### src/rtl/mult_pkg.sv
// Shared types and elaboration helpers for the iterative multiplier-accumulator.
package mult_pkg;

  localparam int DEFAULT_WIDTH          = 32;
  localparam int DEFAULT_BITS_PER_CYCLE = 2;

  typedef enum logic [1:0] {
    IDLE,
    RUN,
    FIX,
    DONE
  } state_e;

  // Number of RUN cycles needed to scan the whole multiplier.
  function automatic int steps(input int width, input int bits_per_cycle);
    return width / bits_per_cycle;
  endfunction

  // Width of a counter that can hold 0..n.
  function automatic int step_cnt_width(input int n);
    return $clog2(n + 1);
  endfunction

endpackage

### src/rtl/mult_step.sv
// One RUN-cycle slice: adds the partial products selected by BITS_PER_CYCLE multiplier bits.
module mult_step
  import mult_pkg::*;
#(
  parameter int WIDTH          = DEFAULT_WIDTH,
  parameter int BITS_PER_CYCLE = DEFAULT_BITS_PER_CYCLE
) (
  input  logic [BITS_PER_CYCLE-1:0] mplier,
  input  logic [2*WIDTH-1:0]        mcand,
  input  logic [2*WIDTH-1:0]        prod,
  output logic [2*WIDTH-1:0]        prod_next
);

  // NOTE: every variable written in always_comb gets a default first, so no path can infer a latch.
  always_comb begin
    prod_next = prod;
    for (int i = 0; i < BITS_PER_CYCLE; i++) begin
      if (mplier[i]) prod_next = prod_next + (mcand << i);
    end
  end

endmodule

### src/rtl/iter_multiplier.sv
// Iterative multiply-accumulate (MUL/MLA/UMULL/UMLAL/SMULL/SMLAL) with N/Z flags.
// Define MULT_EARLY_TERM_EN to leave RUN as soon as the remaining multiplier is zero.
module iter_multiplier
  import mult_pkg::*;
#(
  parameter int WIDTH          = DEFAULT_WIDTH,
  parameter int BITS_PER_CYCLE = DEFAULT_BITS_PER_CYCLE
) (
  input  logic               clk,
  input  logic               rst,
  input  logic               start,
  input  logic               signed_op,
  input  logic               long_op,
  input  logic [2*WIDTH-1:0] acc_in,
  input  logic [WIDTH-1:0]   in0,
  input  logic [WIDTH-1:0]   in1,
  input  logic               abort,
  output logic               ready,
  output logic               busy,
  output logic               done,
  output logic [2*WIDTH-1:0] result,
  output logic               flag_n,
  output logic               flag_z
);

  localparam int STEPS = steps(WIDTH, BITS_PER_CYCLE);
  localparam int CW    = step_cnt_width(STEPS);
  localparam int DW    = 2 * WIDTH;

  if (WIDTH % BITS_PER_CYCLE != 0) begin : g_bad_cfg
    $error("iter_multiplier: BITS_PER_CYCLE must divide WIDTH");
  end

  state_e          state, state_next;
  logic [WIDTH-1:0] mplier;
  logic [DW-1:0]    mcand;
  logic [DW-1:0]    prod;
  logic [DW-1:0]    acc;
  logic             neg;
  logic             long_q;
  logic [CW-1:0]    step_cnt;

  logic [DW-1:0]    prod_step;
  logic [WIDTH-1:0] mag0, mag1;
  logic             accept;
  logic             run_last;
  logic [DW-1:0]    fix_res;
  logic             fix_n, fix_z;

  mult_step #(
    .WIDTH          (WIDTH),
    .BITS_PER_CYCLE (BITS_PER_CYCLE)
  ) u_step (
    .mplier    (mplier[BITS_PER_CYCLE-1:0]),
    .mcand     (mcand),
    .prod      (prod),
    .prod_next (prod_step)
  );

  // Signed operands are reduced to magnitudes; 2^(W-1) still fits in W unsigned bits.
  always_comb begin
    mag0 = (signed_op && in0[WIDTH-1]) ? -in0 : in0;
    mag1 = (signed_op && in1[WIDTH-1]) ? -in1 : in1;
  end

  always_comb begin
`ifdef MULT_EARLY_TERM_EN
    run_last = (step_cnt == CW'(STEPS - 1)) || ((mplier >> BITS_PER_CYCLE) == '0);
`else
    run_last = (step_cnt == CW'(STEPS - 1));
`endif
  end

  always_comb begin
    state_next = state;
    ready      = (state == IDLE) || (state == DONE);
    busy       = (state == RUN)  || (state == FIX);
    done       = (state == DONE);
    accept     = start && ready && !abort;
    case (state)
      IDLE:    if (accept) state_next = RUN;
      RUN:     if (run_last) state_next = FIX;
      FIX:     state_next = DONE;
      DONE:    state_next = accept ? RUN : IDLE;
      default: state_next = IDLE;
    endcase
    if (abort) state_next = IDLE;
  end

  always_comb begin
    fix_res = (neg ? -prod : prod) + acc;
    if (!long_q) fix_res[DW-1:WIDTH] = '0;
    fix_n = long_q ? fix_res[DW-1] : fix_res[WIDTH-1];
    fix_z = (fix_res == '0);
  end

  // NOTE: sequential state uses non-blocking assignments so every register samples pre-edge values.
  always_ff @(posedge clk) begin
    if (rst) begin
      state    <= IDLE;
      result   <= '0;
      flag_n   <= 1'b0;
      flag_z   <= 1'b1;
      mplier   <= '0;
      mcand    <= '0;
      prod     <= '0;
      acc      <= '0;
      neg      <= 1'b0;
      long_q   <= 1'b0;
      step_cnt <= '0;
    end else begin
      state <= state_next;
      if (accept) begin
        mplier   <= mag0;
        mcand    <= {{WIDTH{1'b0}}, mag1};
        prod     <= '0;
        acc      <= long_op ? acc_in : {{WIDTH{1'b0}}, acc_in[WIDTH-1:0]};
        neg      <= signed_op && (in0[WIDTH-1] ^ in1[WIDTH-1]);
        long_q   <= long_op;
        step_cnt <= '0;
      end else if (state == RUN) begin
        mplier   <= mplier >> BITS_PER_CYCLE;
        mcand    <= mcand << BITS_PER_CYCLE;
        prod     <= prod_step;
        step_cnt <= step_cnt + 1'b1;
      end
      // An abort during FIX must leave the previous result visible.
      if (state == FIX && !abort) begin
        result <= fix_res;
        flag_n <= fix_n;
        flag_z <= fix_z;
      end
    end
  end

endmodule

### config.mk
export PLATFORM = sky130hd
export DESIGN_NAME = iter_multiplier
export DESIGN_NICKNAME = d
export VERILOG_FILES = /design/src/rtl/mult_pkg.sv /design/src/rtl/mult_step.sv /design/src/rtl/iter_multiplier.sv
export SDC_FILE = /design/constraint.sdc
export NUM_CORES = 1
export LEC_CHECK = 0
export CAP_MARGIN = 40
export CELL_PAD_IN_SITES_DETAIL_PLACEMENT = 1
export CELL_PAD_IN_SITES_GLOBAL_PLACEMENT = 2
export CORE_MARGIN = 2
export CORE_UTILIZATION = 38
export CTS_CLUSTER_DIAMETER = 50
export DETAILED_ROUTE_END_ITERATION = 8
export PLACE_DENSITY_LB_ADDON = 0.1
export SETUP_SLACK_MARGIN = 0.02
export SLEW_MARGIN = 20
export SYNTH_ARGS = -nofsm -noshare
export SYNTH_HDL_FRONTEND = slang
export SYNTH_SLANG_ARGS = --single-unit
### constraint.sdc
create_clock -name clk -period 9.63 [get_ports clk]
set_clock_uncertainty 0.2 [all_clocks]
set_input_delay 1.926 -clock clk [delete_from_list [all_inputs] [get_ports clk]]
set_output_delay 1.926 -clock clk [all_outputs]
set_load 0.1 [all_outputs]
After elaboration in Yosys (flattened, before gate mapping):

Cells that the tools add are included.

* bits in registers: 299
* bits of input ports: 134
* logic and storage cells: 57

* $add $sub $neg: 7
* eq/ne operators: 6
* multiplexer cells: 16
* bitwise logic cells: 1
* reduce and logical (&&, ||, !) cells: 15

Operator list (number)
* two-way mux 64 bit: 4
* two-way mux 32 bit: 7
* adder 64 bit: 3
* logical NOT 64 bit: 1
* negator 32 bit: 2
* negator 64 bit: 1
* one-hot mux 2 bit (4 select lines): 1
* logical AND 1 bit: 6
* adder 5 x 1 -> 5 bit (second input constant): 1
* == test 5 x 4 -> 1 bit (second input constant): 1
* == test 2 bit (second input constant): 2
* two-way mux 2 bit: 2
* != test 2 bit (second input constant): 2
* OR reduction 2 bit: 2
* == test 2 x 1 -> 1 bit (second input constant): 1
* logical NOT 2 bit: 1
* logical OR 1 bit: 2
* two-way mux 1 bit: 2
* AND reduction 2 bit: 1
* nonzero test 2 bit: 1
* logical NOT 1 bit: 1
* bitwise XOR 1 bit: 1

Logic depth before layout (Yosys ltp):

* depth after elaboration: 6
* gate-level depth with buffers: 27
* mapped depth without buffers: 26

By module:

From an unflattened synthesis, not the netlist that was laid out.

* cells, all modules: 3527
* area, all modules: 27177.3 µm²

By module, submodules not included
* iter_multiplier: times used 1, cells each 2247, area an instance 18179.9 µm², seq. area each 5985.7 µm²
* mult_step: times used 1, cells each 1280, area an instance 8997.4 µm², seq. area each 0.0 µm²

Worst setup path before layout:

Ideal clock, no wire load.

* path type: register -> register
* start: register prod[0]
* end: register prod[63]
* arrival time: 5.543 ns
* data required time: 9.315 ns
* slack: 3.772 ns
* cell stages (with the launch flop): 27
* buffers on the path: 0
* clock period less this slack: 5.858 ns
* path through: dfxtp_1 ha_1 inv_1 fa_1 nor2b_1 o31a_1 o21a_1 o2111a_1 o21a_1 nor2_1 o31ai_1 a21o_1 xor2_1 mux2_2 ha_1 nand2_1 nor3_1 a21oi_1 o2111ai_1 or4_1 o21ai_0 o2111ai_1 and4_1 o31ai_1 xnor2_1 and3_1 o21a_1

* cells in the longest elaborated chain, start to end: 4

Ends and longest elaborated chain
* from (decl): line iter_multiplier.sv:37 `logic [DW-1:0] prod;`
* from (signal assigned): line iter_multiplier.sv:124 `prod <= prod_step;`
* adder 64 bit: line mult_step.sv:18 `if (mplier[i]) prod_next = prod_next + (mcand << i);`
* two-way mux 64 bit *: line mult_step.sv:18
* adder 64 bit: line mult_step.sv:18
* two-way mux 64 bit *: line mult_step.sv:18

Every way passes the cells marked *; elsewhere a longest branch is shown, timed or not.
A chain may end at the register's enable or synchronous reset.

Worst setup path in the final report:

* start: register prod[0]
* end: register prod[62]

The elaborated chain is that of the path after synthesis.

==> metrics.md <==
| Metric | Value |
|---|---|
| Top cell types by occurrence after synthesis | `403 x nand2_1, 387 x a21oi_1, 322 x nor2_1` |
| First-pass GRT wire length | `164000 µm` |
| PostCTS Resize Cnt | `0` |
| Post-DP HPWL | `around 83000 µm` |
| Synth cell types | `84` |
| Antenna Violating Nets Remaining | `0` |
| Initial antenna violation count | `0` |
| Total I/O pin count | `203` |
| FMAX | `~140 MHz` |
| Initial drt markers | `around 1900` |
| Worst vdd ir | `~0.00012 V` |
| Main synth FF type | `dfxtp_1` |
| CTS H-tree depth | `2` |
| Buffers on Ports | `between 200 and 250` |
| Synth Register Bits | `approximately 300` |
| EDFF count, synth | `0` |
| Post-DR wirelength/cell | `around 23 µm` |
| CTS buffer count | `51` |
| Setup violations, final | `0` |
| Count leader, synth | `nand2_1` |
| Core footprint | `68800 µm²` |
| Main combinational cell family by area after synthesis | `compound AO/OA/AOI/OAI gates` |
| Final Power | `between 4 and 5 mW` |
| GP Congestion | `0.903` |
| P_leak | `approximately 13 nW` |
| Status | `finished, final reports clean` |
| Worst Tran Pin Value | `between 0.9 and 1 ns` |
| Post-synthesis mux area share | `under 10%` |
| Vias | `~28000` |
| Remaining Overflow, GRT | `0` |
| Register area share after synthesis | `22.6%` |
| Initial cell density of the core | `between 30 and 40%` |
| DR vias/cell | `approximately 6` |
| Worst-path maximum fanout | `8` |
| Setup slack at placement | `between 2 and 3 ns` |
| Worst slew margin | `between 30 and 40%` |
| Synthesized area per cell | `about 7.5 µm²` |
| CP required | `slightly below 10 ns` |
| CP endpoint kind | `register` |
| Hold slack | `between 0.2 and 0.3 ns` |
| Syn Nets | `between 3000 and 4000` |
| Final period utilization | `about three quarters` |
| Clock Path Buffers | `3` |
| DR pass1 iterations | `5` |
| Synth warn | `0` |
| Die span in y | `around 270 µm` |
| Cell accounting for the most synthesized area | `dfxtp_1` |
| Final worst slack | `about 2.5 ns` |
| Post-CTS Setup Repair Bufs | `0` |
| Fin. Hold Viols | `0` |
| Fin Setup TNS | `0 ns` |
| Filler instances | `roughly 8300` |
| Die Wd | `approximately 270 µm` |
| FP Rows | `96` |
| Worst hold-check path type | `register to register` |
| Post-synthesis adder-cell area fraction | `a little over a tenth` |
| Crit start category | `register` |
| Post-synthesis compound-gate area fraction | `between 20% and 30%` |
| Asr flop ratio synth | `0%` |
| Kind of critical path | `register to register` |
| # DRC | `0` |
| Worst-path clk slew | `~0.06 ns` |
| Xor/xnor share of the synthesized area | `roughly 9%` |
| Simple-gate share of the synthesized area | `between 10% and 20%` |
| Wirelength, routed | `between 100000 and 150000 µm` |
| Clk sinks | `approximately 300` |
| Crit path DAT | `about 7.4 ns` |
| Post-synthesis cell area | `between 20000 and 30000 µm²` |
| # Max-Cap Violations | `0` |
| Synth area leaders | `dfxtp_1 23%, ha_1 10%, a21oi_1 7.3%` |
| Layout cells sized above 1 | `under 10%` |
| Post-layout min period | `between 7 and 8 ns` |
| GRT Total Usage | `about 29%` |
| Top-area cell type share of the netlist area | `between 20% and 30%` |
| Vias in the first global route | `roughly 28000` |
| CTS tree | `built` |
| RSZ-0062 raised after global routing | `false` |
| CTS Hold Bufs | `0` |
| Final core occ | `between 40% and 50%` |
| Diode count | `0` |
| Cells after synthesis | `between 3000 and 4000` |
| Root Driver | `clkbuf_16` |
| Synthesis-to-layout area growth | `21.4%` |
| Fin. max-slew vios | `0` |
| Skew-Pair Late Insertion Delay | `0.62 ns` |
| Power Density | `127 nW/µm²` |
| Die area | `between 70000 and 80000 µm²` |
| Fin nets | `between 4000 and 5000` |
| Largest net degree at the start of global routing | `between 100 and 150` |
## layer usage
layer,vias up,wire [µm],GRT usage (%)
met5,-,0,0
met4,0,2290,7.02
met3,117,4020,2.29
met2,613,45900,45.1
met1,13600,53600,42.4
li1,13200,-,-
## metrics by stage
stage                     area [µm²]  std cells
after floorplan                26500       3518
after global placement         29200       4472
after detailed placement       30300       4545
after CTS                      32100       4638
after global routing           32200       4644
final                          32200       4644
## layout make-up
type / count / area [µm²] / share of cell area [%]
clock buffers: 61 / 1380 / 4.30
clock inverters: 32 / 385 / 1.20
inverters: 80 / 300 / 0.932
multi-input cells: 2942 / 19500 / 60.7
flip-flops and latches: 299 / 5990 / 18.6
well taps: 931 / 1160 / 3.62
repair buffers: 299 / 3450 / 10.7
## cells in the final DEF (no fill, tap or decap), types with 14 or more instances in the layout
| master | n |
|---|---|
| buf_4 | 17 |
| mux2_2 | 54 |
| nor2_1 | 321 |
| nor3_1 | 65 |
| mux2i_1 | 112 |
| dfxtp_1 | 296 |
| nor4_1 | 22 |
| ha_1 | 215 |
| and4_1 | 14 |
| nand2b_1 | 30 |
| inv_1 | 77 |
| o21a_1 | 25 |
| o41ai_1 | 18 |
| buf_8 | 64 |
| o21bai_1 | 32 |
| or3_1 | 24 |
| xnor2_1 | 182 |
| a211oi_1 | 109 |
| a21oi_1 | 387 |
| a31oi_1 | 32 |
| nand2_1 | 402 |
| clkbuf_16 | 51 |
| o21ai_0 | 208 |
| o31ai_1 | 41 |
| clkdlybuf4s50_1 | 201 |
| nand4_1 | 62 |
| o211ai_1 | 24 |
| nand3_1 | 61 |
| and3_1 | 31 |
| nor2b_1 | 27 |
| a21o_1 | 111 |
| a22o_1 | 33 |
| xor2_1 | 91 |
## power by group
group,internal [mW],leakage [nW],switching (mW)
Clock,1.17,0.850,0.728
Sequential,1.28,2.43,0.0674
Combinational,0.319,9.80,0.515
Total,2.77,13.1,1.31
## cells by family after synthesis
kind of cell / Yosys count
XOR/XNOR: 273
adder cells (fa/ha/maj): 219
AND/OR/NAND/NOR: 1129
multiplexers: 166
AO/OA/AOI/OAI: 1155
buffers and inverters: 277
flip-flops: 299
## flip-flops by register name, summed over array words and instances (netlist names)
register  flops
acc          64
mcand        64
prod         64
result       64
mplier       32
step_cnt      5
state         2
flag_n        1
flag_z        1
long_q        1
neg           1
## final timing paths
check                           startpoint         end  slack, ns  cells past startpoint
worst max register to register     prod[0]    prod[62]       2.48                     26
worst min-delay path            result[61]  result[61]       0.25                      2
worst max-delay path               prod[0]    prod[62]       2.48                     26
worst min register to register  result[61]  result[61]       0.25                      2
## worst max-delay path, stage by stage, from the launching register on
cell and delay (ns):
dfxtp_1 0.44, ha_1 0.27, inv_1 0.08, fa_1 0.41, nor2b_1 0.16, o31a_1 0.21, o21ai_0 0.12, a21oi_1 0.32
o2111ai_1 0.20, nand4_1 0.17, nor2b_1 0.42, a21oi_1 0.15, xnor2_1 0.15, mux2_2 0.28, ha_1 0.40, nand2_1 0.15
o21ai_0 0.14, a21o_1 0.19, a2111oi_0 0.46, nor3_1 0.16, a221oi_1 0.50, a21oi_1 0.18, o311ai_0 0.54, a211oi_1 0.20
o21ai_0 0.24, a311o_1 0.20, a21oi_1 0.07
Power figures use the tool's default switching activity.
